<file path="src/rtl/uart_rx_ctrl.sv">
// UART receive sequencer: synchronises rx, qualifies the start bit, strobes
// mid-bit data samples into an external shift register and checks the stop bit.
module uart_rx_ctrl #(
  parameter int unsigned CLKS_PER_BIT = 16,
  parameter int unsigned DATA_BITS    = 8,
  parameter int unsigned CNT_W        = 8
) (
  input  logic clk,
  input  logic reset,
  input  logic rx,
  output logic shreg_clr,
  output logic shift_en,
  output logic shift_bit,
  output logic busy,
  output logic data_valid,
  output logic frame_err
);

  localparam int unsigned IDX_W = (DATA_BITS > 1) ? $clog2(DATA_BITS) : 1;
  localparam logic [CNT_W-1:0] HALF_LAST = CNT_W'(CLKS_PER_BIT / 2 - 1);
  localparam logic [CNT_W-1:0] BIT_LAST  = CNT_W'(CLKS_PER_BIT - 1);
  localparam logic [IDX_W-1:0] IDX_LAST  = IDX_W'(DATA_BITS - 1);

  typedef enum logic [2:0] {
    S_IDLE,
    S_START,
    S_DATA,
    S_STOP,
    S_BREAK
  } state_t;

  state_t           r_state;
  logic [CNT_W-1:0] r_timer;
  logic [IDX_W-1:0] r_bit_idx;
  logic             r_rx_m;
  logic             r_rx_s;
  logic             r_shreg_clr;
  logic             r_shift_en;
  logic             r_shift_bit;
  logic             r_busy;
  logic             r_data_valid;
  logic             r_frame_err;

  // Sequencer: busy is updated together with the state so it mirrors state != IDLE.
  always_ff @(posedge clk) begin
    if (reset) begin
      r_state      <= S_IDLE;
      r_timer      <= '0;
      r_bit_idx    <= '0;
      r_rx_m       <= 1'b1;
      r_rx_s       <= 1'b1;
      r_shreg_clr  <= 1'b0;
      r_shift_en   <= 1'b0;
      r_shift_bit  <= 1'b0;
      r_busy       <= 1'b0;
      r_data_valid <= 1'b0;
      r_frame_err  <= 1'b0;
    end else begin
      r_rx_m       <= rx;
      r_rx_s       <= r_rx_m;
      r_shreg_clr  <= 1'b0;
      r_shift_en   <= 1'b0;
      r_data_valid <= 1'b0;
      r_frame_err  <= 1'b0;

      case (r_state)
        S_IDLE: begin
          if (!r_rx_s) begin
            r_state <= S_START;
            r_timer <= '0;
            r_busy  <= 1'b1;
          end
        end

        S_START: begin
          if (r_timer == HALF_LAST) begin
            r_timer <= '0;
            if (!r_rx_s) begin
              r_state     <= S_DATA;
              r_bit_idx   <= '0;
              r_shreg_clr <= 1'b1;
            end else begin
              r_state <= S_IDLE;
              r_busy  <= 1'b0;
            end
          end else begin
            r_timer <= r_timer + CNT_W'(1);
          end
        end

        S_DATA: begin
          if (r_timer == BIT_LAST) begin
            r_timer     <= '0;
            r_shift_en  <= 1'b1;
            r_shift_bit <= r_rx_s;
            r_bit_idx   <= r_bit_idx + IDX_W'(1);
            if (r_bit_idx == IDX_LAST) begin
              r_state   <= S_STOP;
              r_bit_idx <= '0;
            end
          end else begin
            r_timer <= r_timer + CNT_W'(1);
          end
        end

        S_STOP: begin
          if (r_timer == BIT_LAST) begin
            r_timer <= '0;
            if (r_rx_s) begin
              r_state      <= S_IDLE;
              r_busy       <= 1'b0;
              r_data_valid <= 1'b1;
            end else begin
              r_state     <= S_BREAK;
              r_frame_err <= 1'b1;
            end
          end else begin
            r_timer <= r_timer + CNT_W'(1);
          end
        end

        S_BREAK: begin
          // Line held low after a bad stop bit: wait for it to return high.
          if (r_rx_s) begin
            r_state <= S_IDLE;
            r_timer <= '0;
            r_busy  <= 1'b0;
          end
        end

        default: begin
          r_state <= S_IDLE;
          r_timer <= '0;
          r_busy  <= 1'b0;
        end
      endcase
    end
  end

  assign shreg_clr  = r_shreg_clr;
  assign shift_en   = r_shift_en;
  assign shift_bit  = r_shift_bit;
  assign busy       = r_busy;
  assign data_valid = r_data_valid;
  assign frame_err  = r_frame_err;

endmodule

</file>
<file path="config.mk">
export PLATFORM = sky130hd
export DESIGN_NAME = uart_rx_ctrl
export DESIGN_NICKNAME = d
export VERILOG_FILES = /design/src/rtl/uart_rx_ctrl.sv
export SDC_FILE = /design/constraint.sdc
export NUM_CORES = 1
export LEC_CHECK = 0
export ABC_AREA = 1
export CORE_AREA = 4 4 64 66
export CTS_BUF_LIST = sky130_fd_sc_hd__clkbuf_4
export DETAILED_ROUTE_END_ITERATION = 12
export DIE_AREA = 0 0 68 70
export PLACE_DENSITY = 0.56
export SETUP_SLACK_MARGIN = 0.02
export SYNTH_ARGS = -nofsm -noshare
export SYNTH_HDL_FRONTEND = slang
export SYNTH_SLANG_ARGS = --single-unit
</file>
<file path="constraint.sdc">
create_clock -name clk -period 1.8 [get_ports clk]
set_input_delay 0.18 -clock clk [delete_from_list [all_inputs] [get_ports clk]]
set_output_delay 0.18 -clock clk [all_outputs]
set_load 0.02 [all_outputs]
</file>
==> results of run 1 <==
worst min-delay path by stage:
stage	startpoint	end	slack, ps	cells past startpoint
2_1_floorplan	reset	r_bit_idx[1]	250	1
3_3_place_gp	r_rx_m	r_rx_s	400	1
3_5_place_dp	r_rx_m	r_rx_s	400	1
4_1_cts	rx	r_rx_m	410	2
5_1_grt	rx	r_rx_m	410	2
6_report	rx	r_rx_m	420	2
stage by stage:
stage / cells / cell area (µm²) / worst slack [ps] / total power [mW]
floorplan: 156 / 1120 / 476 / 1.31
finish: 215 / 1280 / 314 / 1.70
global route: 215 / 1280 / 113 / 1.87
global placement: 212 / 1260 / 306 / 1.49
CTS: 215 / 1280 / 306 / 1.72
detailed placement: 212 / 1260 / 295 / 1.49
power by group:
part	switching (mW)	total (mW)	internal [mW]
clock network	0.144	0.222	0.0781
logic	0.531	0.832	0.301
registers	0.0812	0.646	0.565
cell families after synthesis:
| group | synth area share, % |
|---|---|
| AO/OA/AOI/OAI | 6.50 |
| adder cells (fa/ha/maj) | 3.36 |
| flip-flops | 39.5 |
| buffers and inverters | 6.05 |
| multiplexers | 0.897 |
| XOR/XNOR | 1.57 |
| AND/OR/NAND/NOR | 42.2 |
routing by layer:
metal  vias to the layer above  GRT usage [%]
met1                       440           13.3
met4                         0           2.43
li1                        525              -
met5                         -              0
met2                        16           16.7
met3                         2           3.86
flip-flops by register name, summed over array words and instances (netlist names):
register	flops
shift_bit	1
busy	1
r_timer	8
frame_err	1
shreg_clr	1
r_rx_m	1
shift_en	1
r_rx_s	1
data_valid	1
r_state	3
r_bit_idx	3
Yosys cell counts (2+ instances only):
master | count | area (µm²)
a21oi_1 | 4 | 20.0
dfxtp_1 | 22 | 440
ha_1 | 3 | 37.5
inv_1 | 16 | 60.1
nand2_1 | 38 | 143
nand2_2 | 3 | 18.8
nand3_1 | 12 | 60.1
nand3_2 | 3 | 30.0
nand4_1 | 5 | 31.3
nor2_1 | 27 | 101
nor3_1 | 3 | 15.0
o21bai_1 | 2 | 15.0
or2_2 | 3 | 18.8
xor2_1 | 2 | 17.5
layout by cell type (no fill, tap or decap), types with 2 or more instances in the layout:
master	Yosys	final
nand2_2	3	3
clkbuf_4	0	3
clkdlybuf4s50_1	0	8
nand3_1	12	12
xor2_1	2	2
a21oi_1	4	4
nand2_1	38	38
nor2_1	27	27
dfxtp_1	22	22
nand4_1	5	5
nor3_1	3	3
or2_2	3	3
inv_1	16	16
o21bai_1	2	2
ha_1	3	3
nand3_2	3	3
area by class of cell:
| class | count | area (µm²) | share of cell area [%] |
|---|---|---|---|
| Inverter | 18 | 67.6 | 5.28 |
| Sequential cell | 22 | 440 | 34.4 |
| Clock buffer | 3 | 22.5 | 1.76 |
| Timing Repair Buffer | 8 | 80.1 | 6.26 |
| Multi-Input combinational cell | 116 | 608 | 47.6 |
| Tap cell | 48 | 60.1 | 4.70 |
==> flow_summary.toml, run 1 <==
[logic_synthesis]
synthArstFlopShare_pct = 0
synth_cell_type_count = 27
synth-main-ff-cell = "dfxtp_1"
synth_seq_area_share_pct = 39.5
syn_nets = 162
syn_area_mm2 = 0.00112
yosys_warnings = 0
syn_inst = 156
synth_edf_count = 0
syn_area_per_cell_um2 = 7.15
ys_seq_elements = 22

[routing]
met2_length_um = 987
top_layer = "met4"
vias_per_cell = 4.57
vias = 983
routed-wl-met3_um = 94
drc = 0
ant_nets = 0
wl_per_cell_um = 10.2
first_iter_violations = 57
m1WireLength_mm = 1.09
routed_wl_mm = 2.19
drtPass1Iterations = 4

[final_layout]
fin_util_pct = 35.7
filler_cell_count = 397
drive_gt1_share_pct = 11.4
finalNetCount = 175
area_growth_pct = 14.6
diodes = 0

[cts]
cts_resized = 0
cts_tree = "done"
numCtsBuffers = 3
cts_sinks = 22
htreeDepth = 1
holdBufCountCts = 0
clk_pin_slew_ps = 120
cts_setup_buffers = 0
clockBufferDepth = 2
insertion_delay_ps = 310
cts_root_buf = "clkbuf_4"

[grt]
grt_max_degree = 12
overflow = 0
grt_pass1_vias = 936
globalRouteTotalUtil_pct = 10.5
grt_pass1_wl_mm = 3.97
antenna_found_initial = 0

[floorplanning]
die-area_mm2 = 0.00476
num_io_pins = 9
start_util_pct = 31.2
dieHeight_um = 70
rows = 22
die_w_um = 68
core_mm2 = 0.00358

[setup_path]
crit_slowest_cell = "dfxtp_1"
rr_startpoint = "r_timer[0]"
r2r_end = "r_timer[7]"
r2r_cells = 6
endpoint_kind = "flop"
startpoint = "r_timer[0]"
critPathKind = "flop to flop"
regToRegSetupSlack_ps = 310
worstPathBufferInverterCount = 0
critPathMaxStageDelay_ps = 380
cp_top_family = "simple AND/OR/NAND/NOR gates"
path_cells = "ha_1 -> nand3_1 -> o21ai_4 -> nand3_2 -> nand2_2 -> nor2_1"
cp_max_fo = 8
start_kind = "flop"
crit_end = "r_timer[7]"
path_depth = 6
crit_required_ps = 2000
worstPathArrival_ps = 1690

[placement]
gp_congestion = 0.808
io_buffers = 8
hpwl_mm = 1.73

[hold_path]
hold_class = "input port to flop"

[status]
status = "complete, no violations"

[run]
drv_cap = 0

[sta]
final-setup-viol-count = 0
fmax_mhz = 673
holdWs_ps = 422
slew_violations = 0
finalClockSkew_ps = 7.86
finalSetupTns_ps = 0
hold_violations = 0
rsz0062_at_grt = "no"
max_slew_margin_pct = 78.0
timing.final.crit_share_pct = 82.6
worst_pin_slew_ps = 330
fin_crit_ps = 1490

[pwr]
powerDensity_mw_per_mm2 = 1330
irDropWorstVdd_v = 0.000489
p_leak_nw = 0.560
Note: power is estimated with default switching activity, not from simulation.
==> inputs of run 2 (changes only) <==
==> constraint.sdc (replaced) <==
create_clock -name clk -period 1.5 [get_ports clk]
set_input_delay 0.15 -clock clk [delete_from_list [all_inputs] [get_ports clk]]
set_output_delay 0.15 -clock clk [all_outputs]
set_load 0.02 [all_outputs]
==> run 2 against run 1 <==
  * Critical path depth decreased by 5
  * Worst hold slack got worse by 24 ps
  * Routed wire length up 8.6%
==> flow_summary.toml, run 2 (same netlist as run 1, synthesis figures left out) <==
[placement]
hpwl_mm = 1.71
io_buffers = 8
gp_congestion = 0.873
pre_cts_ws_ps = -5.29
dp.cells = 214

[floorplanning]
die-area_mm2 = 0.00476
die_w_um = 68
rows = 22
dieHeight_um = 70
start_util_pct = 31.2
core_mm2 = 0.00358
num_io_pins = 9

[cts]
holdBufCountCts = 0
cts_root_buf = "clkbuf_4"
clk_pin_slew_ps = 120
numCtsBuffers = 3
insertion_delay_ps = 310
cts_sinks = 22
clockBufferDepth = 2
htreeDepth = 1
cts_tree = "done"

[setup_path]
critPathKind = "flop to output pin"
r2r_end = "r_timer[3]"
path_cells = "clkdlybuf4s50_1"
worstPathArrival_ps = 1260
crit_end = "busy"
r2r_cells = 6
crit_slowest_cell = "clkdlybuf4s50_1"
path_depth = 1
cp_top_family = "buffers and inverters"
start_kind = "flop"
critPathMaxStageDelay_ps = 600
endpoint_kind = "output pin"
regToRegSetupSlack_ps = 120
startpoint = "busy"
crit_required_ps = 1350
worstPathBufferInverterCount = 1
cp_max_fo = 2
rr_startpoint = "r_timer[4]"

[final_layout]
final_cell_mix = "37 x nand2_1, 24 x nor2_1, 17 x dfxtp_1"
finalNetCount = 178
largest_register = "r_timer"
fin_util_pct = 38.6
area_growth_pct = 23.8
diodes = 0
top_regs = "r_timer: 8 flops, r_bit_idx: 3 flops, r_state: 3 flops"
drive_gt1_share_pct = 21.1
fin_cells = 219
layout_commonest_cell = "nand2_1"
largest_register_ffs = 8

[grt]
overflow = 0
grt_max_degree = 14
grt_pass1_wl_mm = 3.88
globalRouteTotalUtil_pct = 10.6
antenna_found_initial = 0
grt_pass1_vias = 936

[sta]
timing.final.crit_share_pct = 94.3
fin_crit_ps = 1410
worst_slack_ps = 85.5
fmax_mhz = 707
worst_pin_slew_ps = 334
rsz0062_at_grt = "no"
max_slew_margin_pct = 77.6
hold_violations = 0
holdWs_ps = 397
final-setup-viol-count = 0
slew_violations = 0
finalClockSkew_ps = 3.93

[routing]
first_iter_violations = 81
vias = 1032
drtPass1Iterations = 4
routed_wl_mm = 2.38
drc = 0
wl_per_cell_um = 10.9
vias_per_cell = 4.71
ant_nets = 0

[hold_path]
hold_class = "input port to flop"

[pwr]
irDropWorstVdd_v = 0.000448
p_leak_nw = 0.614
powerDensity_mw_per_mm2 = 1680
total_power_mw = 2.31

[status]
status = "complete, no violations"

[run]
drv_cap = 0
## run 2: through the flow
stage / area, µm² / setup TNS (ps)
after CTS: 1330 / 0
final: 1380 / 0
after global placement: 1270 / 0
after global routing: 1380 / 0
after floorplan: 1120 / 0
after detailed placement: 1270 / -17.2
## run 2: worst min path at each step
stage,startpoint,end,slack (ps),cells after the start
after floorplan,reset,r_bit_idx[1],220,1
after global placement,r_rx_m,r_rx_s,400,1
after detailed placement,r_rx_m,r_rx_s,390,1
after CTS,rx,r_rx_m,400,2
after global routing,rx,r_rx_m,400,2
final,rx,r_rx_m,400,2
## run 2: cell type report
type,instances,area (µm²)
Fill cell,385,2200
Multi-Input combinational cell,116,649
Sequential cell,22,447
Timing Repair Buffer,11,105
Inverter,18,67.6
Tap cell,48,60.1
Clock inverter,1,30.0
Clock buffer,3,22.5
## run 2: worst reg2reg max path, delay by kind of cell (launching register included)
family,cells,cell delay (ps)
flip-flops,1,370
AND/OR/NAND/NOR,5,660
AO/OA/AOI/OAI,1,280
## run 2: power breakdown
| part | internal (mW) | switching (mW) |
|---|---|---|
| sequential | 0.687 | 0.105 |
| combinational | 0.395 | 0.671 |
| clock | 0.270 | 0.186 |
| total | 1.35 | 0.962 |
## run 2: timing repair
action | in CTS | in global routing
pin swaps | 1 | 4
setup endpoints to repair | 9 | 15
buffers inserted | 0 | 1
resized for setup | 3 | 13
## run 2: per-layer routing
layer | vias to the layer above | global-route usage (%) | share of wire (%)
met5 | - | 0 | 0
met4 | 0 | 5.30 | 2.5
met3 | 8 | 1.93 | 2.6
met2 | 17 | 16.9 | 46
met1 | 474 | 13.1 | 49
li1 | 533 | - | -
